$ cat src/rtl/uart_rx_buffer.sv
// uart_rx_buffer: 8N1 UART receiver feeding an inferred-RAM byte FIFO.
//
// Ports:
//   clk        system clock, everything on its rising edge
//   reset      asynchronous, active-low; clears all state
//   serial_rx  asynchronous UART line (idle high)
//   data       FIFO head byte, meaningful while data_valid=1 (0 otherwise)
//   data_valid FIFO non-empty and data holds the head byte
//   data_ack   pop strobe, only honoured while data_valid=1
//   level      bytes currently stored, 0..2^ADDR_WIDTH
//   overrun    sticky: a received byte was dropped because the FIFO was full
//   frame_err  sticky: a stop bit was sampled low
//   err_clear  one-cycle pulse clearing both sticky flags
module uart_rx_buffer #(
    parameter int CLK_FREQ   = 12000000,
    parameter int BAUD       = 115200,
    parameter int ADDR_WIDTH = 8
) (
    input  logic                  clk,
    input  logic                  reset,
    input  logic                  serial_rx,
    output logic [7:0]            data,
    output logic                  data_valid,
    input  logic                  data_ack,
    output logic [ADDR_WIDTH:0]   level,
    output logic                  overrun,
    output logic                  frame_err,
    input  logic                  err_clear
);
    localparam int BIT_CYCLES  = CLK_FREQ / BAUD;
    localparam int HALF_CYCLES = BIT_CYCLES / 2;
    localparam int CNT_W       = $clog2(BIT_CYCLES + 1);
    localparam int DEPTH       = 1 << ADDR_WIDTH;

    typedef enum logic [1:0] {S_IDLE, S_START, S_DATA, S_STOP} state_t;

    state_t                state_q, state_d;
    logic [CNT_W-1:0]      cnt_q, cnt_d;
    logic [2:0]            bit_idx_q, bit_idx_d;
    logic [7:0]            shift_q, shift_d;
    logic                  rx_meta_q, rx_s_q, rx_prev_q;
    logic [ADDR_WIDTH-1:0] wptr_q, wptr_d, rptr_q, rptr_d;
    logic [ADDR_WIDTH:0]   level_q, level_d;
    logic                  dv_q, dv_d;
    logic                  overrun_q, overrun_d;
    logic                  frame_err_q, frame_err_d;

    logic                  expire, fall, push, stop_err;
    logic                  pop, full, wr_en, drop, rd_en;

    logic [7:0]            mem [DEPTH];
    logic [7:0]            rd_data;

    // Counter is loaded with N and expires on the cycle it reads 1, so the
    // sample lands exactly N cycles after the load decision.
    assign expire = (cnt_q == CNT_W'(1));
    assign fall   = rx_prev_q & ~rx_s_q;

    // RX state machine
    always_comb begin
        state_d   = state_q;
        cnt_d     = cnt_q;
        bit_idx_d = bit_idx_q;
        shift_d   = shift_q;
        push      = 1'b0;
        stop_err  = 1'b0;
        case (state_q)
            S_IDLE: begin
                if (fall) begin
                    cnt_d   = CNT_W'(HALF_CYCLES);
                    state_d = S_START;
                end
            end
            S_START: begin
                if (expire) begin
                    if (!rx_s_q) begin
                        state_d   = S_DATA;
                        bit_idx_d = 3'd0;
                        cnt_d     = CNT_W'(BIT_CYCLES);
                    end else begin
                        state_d = S_IDLE;   // glitch, not a real start bit
                    end
                end else begin
                    cnt_d = cnt_q - CNT_W'(1);
                end
            end
            S_DATA: begin
                if (expire) begin
                    shift_d = {rx_s_q, shift_q[7:1]};   // LSB arrives first
                    cnt_d   = CNT_W'(BIT_CYCLES);
                    if (bit_idx_q == 3'd7) state_d = S_STOP;
                    else                   bit_idx_d = bit_idx_q + 3'd1;
                end else begin
                    cnt_d = cnt_q - CNT_W'(1);
                end
            end
            S_STOP: begin
                if (expire) begin
                    // Back to IDLE at mid-stop-bit: a held-low line shows no
                    // new falling edge until it has gone high again.
                    state_d  = S_IDLE;
                    push     = rx_s_q;
                    stop_err = ~rx_s_q;
                end else begin
                    cnt_d = cnt_q - CNT_W'(1);
                end
            end
            default: state_d = S_IDLE;
        endcase
    end

    // FIFO control. A read is only issued while data_valid=0 and the FIFO is
    // non-empty and not being written into the same slot, so the RAM never
    // sees a read and write to one address in the same cycle.
    assign pop   = dv_q & data_ack;
    assign full  = (level_q == (ADDR_WIDTH+1)'(DEPTH));
    assign wr_en = push & (~full | pop);
    assign drop  = push & full & ~pop;
    assign rd_en = ~dv_q & (level_q != '0);

    always_comb begin
        wptr_d  = wr_en ? wptr_q + ADDR_WIDTH'(1) : wptr_q;
        rptr_d  = pop   ? rptr_q + ADDR_WIDTH'(1) : rptr_q;
        level_d = level_q;
        if (wr_en && !pop)      level_d = level_q + (ADDR_WIDTH+1)'(1);
        else if (!wr_en && pop) level_d = level_q - (ADDR_WIDTH+1)'(1);
        // Pop leaves a one-cycle bubble while the next head is read out.
        dv_d        = dv_q ? ~data_ack : rd_en;
        overrun_d   = (overrun_q & ~err_clear) | drop;
        frame_err_d = (frame_err_q & ~err_clear) | stop_err;
    end

    always_ff @(posedge clk or negedge reset) begin
        if (!reset) begin
            state_q     <= S_IDLE;
            cnt_q       <= '0;
            bit_idx_q   <= '0;
            shift_q     <= '0;
            rx_meta_q   <= 1'b1;
            rx_s_q      <= 1'b1;
            rx_prev_q   <= 1'b1;
            wptr_q      <= '0;
            rptr_q      <= '0;
            level_q     <= '0;
            dv_q        <= 1'b0;
            overrun_q   <= 1'b0;
            frame_err_q <= 1'b0;
        end else begin
            state_q     <= state_d;
            cnt_q       <= cnt_d;
            bit_idx_q   <= bit_idx_d;
            shift_q     <= shift_d;
            rx_meta_q   <= serial_rx;
            rx_s_q      <= rx_meta_q;
            rx_prev_q   <= rx_s_q;
            wptr_q      <= wptr_d;
            rptr_q      <= rptr_d;
            level_q     <= level_d;
            dv_q        <= dv_d;
            overrun_q   <= overrun_d;
            frame_err_q <= frame_err_d;
        end
    end

    // Plain synchronous RAM, no reset so it maps onto block RAM.
    always_ff @(posedge clk) begin
        if (wr_en) mem[wptr_q] <= shift_q;
        if (rd_en) rd_data <= mem[rptr_q];
    end

    // Gate with valid so data reads 0 out of reset without resetting the RAM.
    assign data       = dv_q ? rd_data : 8'h00;
    assign data_valid = dv_q;
    assign level      = level_q;
    assign overrun    = overrun_q;
    assign frame_err  = frame_err_q;
endmodule

$ cat config.mk
export PLATFORM = sky130hd
export DESIGN_NAME = uart_rx_buffer
export DESIGN_NICKNAME = d
export VERILOG_FILES = /design/src/rtl/uart_rx_buffer.sv
export SDC_FILE = /design/constraint.sdc
export NUM_CORES = 2
export LEC_CHECK = 0
export CAP_MARGIN = 15
export CORE_MARGIN = 4
export CORE_UTILIZATION = 65
export CTS_CLUSTER_SIZE = 8
export DETAILED_ROUTE_END_ITERATION = 12
export PLACE_DENSITY = 0.81
export SETUP_SLACK_MARGIN = 0.2
export SYNTH_ARGS = -nofsm -noshare
export SYNTH_HDL_FRONTEND = slang
export SYNTH_SLANG_ARGS = --single-unit
$ cat constraint.sdc
create_clock -name clk -period 10.6 [get_ports clk]
set_clock_uncertainty 0.2 [all_clocks]
set_input_delay 1.59 -clock clk [delete_from_list [all_inputs] [get_ports clk]]
set_output_delay 1.59 -clock clk [all_outputs]
set_load 0.01 [all_outputs]
==> reports/metrics.csv <==
metric,value,unit
clk_lat worst skew,910,ps
Arrival @ worst endpoint,5900,ps
Avg Inst Size Synth,21.16,um^2
"FFs w/ async S/R, synth",2.421,%
remaining antenna violation count,0,
Period minus WS final,5531,ps
post-synth top area cell,edfxtp_1,
total track usage,36.03,%
"Slew Viols, Final",0,
Slew headroom,10.06,%
outcome,"complete, no violations",
"count leader, synth",edfxtp_1,
Remaining DRCs,0,
Syn Nets,3930,
RSZ-0062 raised after global routing,false,
die area,132800,um^2
initial antenna violation count,9,
Pre-Repair DR Iteration Count,9,
Mapped Area,82550,um^2
post-CTS setup repair buffer count,0,
HPWL after DPL,124600,um
final worst path period share,52.18,%
CP max FO,51,
GPL Wtd Cong,0.9360,
drt total wl,233500,um
vias in the first global route,44180,
hold slack final,160.6,ps
register area share after synthesis,76.34,%
"top cells by count, synth","2056 x edfxtp_1, 514 x mux4_2, 288 x nor2_1, 146 x mux2i_1, 108 x nand2_1",
die width,364.4,um
"Top FF cell, synth",edfxtp_1,
CTS Buf Count,313,
Post-synth EDFFs,2056,
Setup crit end kind,flop,
nets@finish,4117,
I/O Pins,25,
count of final setup violators,0,
Via density,7.617,
setup TNS,0,ps
DR iter-0 viols,8427,
routed len/inst,40.23,um
Worst-Margin Slew,1345,ps
Synth top area share,74.79,%
largest net degree at the start of global routing,164,
CTS max path bufs,4,
total of fill cells in the finished design,6470,
TritonCTS clock tree,built,
Max rail drop VDD,222.4,uV
synth unique cells,69,
clock sinks,2107,
final core utilization,73.48,%
"top cells by area, synth","edfxtp_1 75%, mux4_2 14%, mux2i_1 1.8%",
area added between synthesis and finish,12.07,%
grt total ovfl,0,
pwr/cell area,243.9,nW/um^2
FP Rows,130,
worst endpoint required time,10970,ps
share of cells above drive strength 1,23.32,%
Final Total Pwr,22.56,mW
Syn Inst Count,3901,
Final Hold Viols,0,
CTS Root Cell,clkbuf_16,
H-tree levels,5,
Core Footprint,125900,um^2
Hold Crit Class,flop to flop,
Seq cells post-synth,2107,
Ys Warns,0,
Crit Path Class,flop to flop,
first-pass GRT wire length,334700,um
input/output buffers,24,
Post-CTS Hold Buffers,0,
DR vias,44220,
die height,364.4,um
Leak,29.07,nW
Max Clk Rate,0.1808,GHz
CTS-repair resized insts,0,
r2r setup slk,5070,ps
Initial Utilization,65.57,%
total of max-cap violations,0,
CP Launch Type,flop,
"Reg clk slew, reported paths",50,ps
==> cells in the final DEF, fill, tap and decap left out, types with 11 or more instances in the layout <==
| cell | instances |
|---|---|
| a221oi_1 | 28 |
| clkbuf_16 | 319 |
| o22ai_1 | 11 |
| mux2i_1 | 146 |
| buf_4 | 70 |
| o221ai_1 | 16 |
| nand3_1 | 20 |
| a21o_1 | 14 |
| nand2_1 | 107 |
| nor2_1 | 287 |
| dfrtp_4 | 12 |
| ha_1 | 23 |
| dfrtp_1 | 36 |
| a21oi_1 | 79 |
| xnor2_1 | 19 |
| nor3_1 | 11 |
| clkbuf_1 | 52 |
| a22oi_1 | 46 |
| o211ai_1 | 11 |
| inv_1 | 19 |
| clkdlybuf4s50_1 | 23 |
| mux4_2 | 514 |
| o21ai_0 | 62 |
| edfxtp_1 | 2056 |
==> stage by stage <==
step	instances	instance area (um^2)	worst slack, ps
floorplan	3901	82550	5931
global placement	5421	84220	4399
detailed placement	5421	84220	4335
CTS	5799	92480	5249
global route	5801	92500	5187
finish	5805	92510	5069
==> cell families after synthesis <==
logic type               after synthesis  share of synthesized area (%)
buffers and inverters                253                          1.816
AND/OR/NAND/NOR                      501                          2.601
XOR/XNOR                              22                         0.2334
AO/OA/AOI/OAI                        320                          2.583
multiplexers                         674                          16.06
flip-flops                          2107                          76.34
adder cells (fa/ha/maj)               24                         0.3729
==> layout make-up <==
cell class	instances	area, um^2	area share (%)
multi-input combinational	1541	18120	19.59
timing repair buffer	102	908.4	0.9819
antenna	4	10.01	0.01082
clock inverter	7	75.07	0.08115
inverter	23	93.84	0.1014
sequential	2107	63060	68.17
tap	1650	2064	2.232
clock buffer	371	8178	8.840
==> sequential cells by signal, summed over array words and instances (netlist names), 3 cells and up, named ones only <==
register / cells
level: 9
wptr_q: 8
shift_q: 8
cnt_q: 7
rptr_q: 8
mem: 2048
bit_idx_q: 3
rd_data: 8
==> final timing paths <==
kind                       cells after the start         end  startpoint
min in group asynchronous                      2    cnt_q[6]       reset
min reg2reg                                    0      rx_s_q   rx_meta_q
max                                            7  rd_data[4]   rptr_q[2]
max reg2reg                                    7  rd_data[4]   rptr_q[2]
max in group asynchronous                      2  shift_q[7]       reset
min                                            0      rx_s_q   rx_meta_q
==> routing by layer <==
metal | global-route usage [%] | share of wire (%)
met1 | 49.75 | 33
met2 | 52.57 | 45
met3 | 11.97 | 16
met4 | 18.41 | 6.2
met5 | 0 | 0.013
==> worst max-delay path, cell delays in order, from the launching register on <==
cell	delay, ps
dfrtp_4	1060
buf_4	920
and2_2	1080
a21oi_1	250
o21ai_0	360
o211ai_1	180
a32o_1	290
a211oi_1	800
==> report_power, final <==
part / total, mW / leakage, nW / switching [mW] / internal [mW]
logic: 4.41 / 5.79 / 2.80 / 1.61
clock network: 8.72 / 4.02 / 3.39 / 5.32
registers: 9.43 / 19.3 / 0.241 / 9.19
total: 22.6 / 29.1 / 6.43 / 16.1
Note: power is estimated with default switching activity, not from simulation.
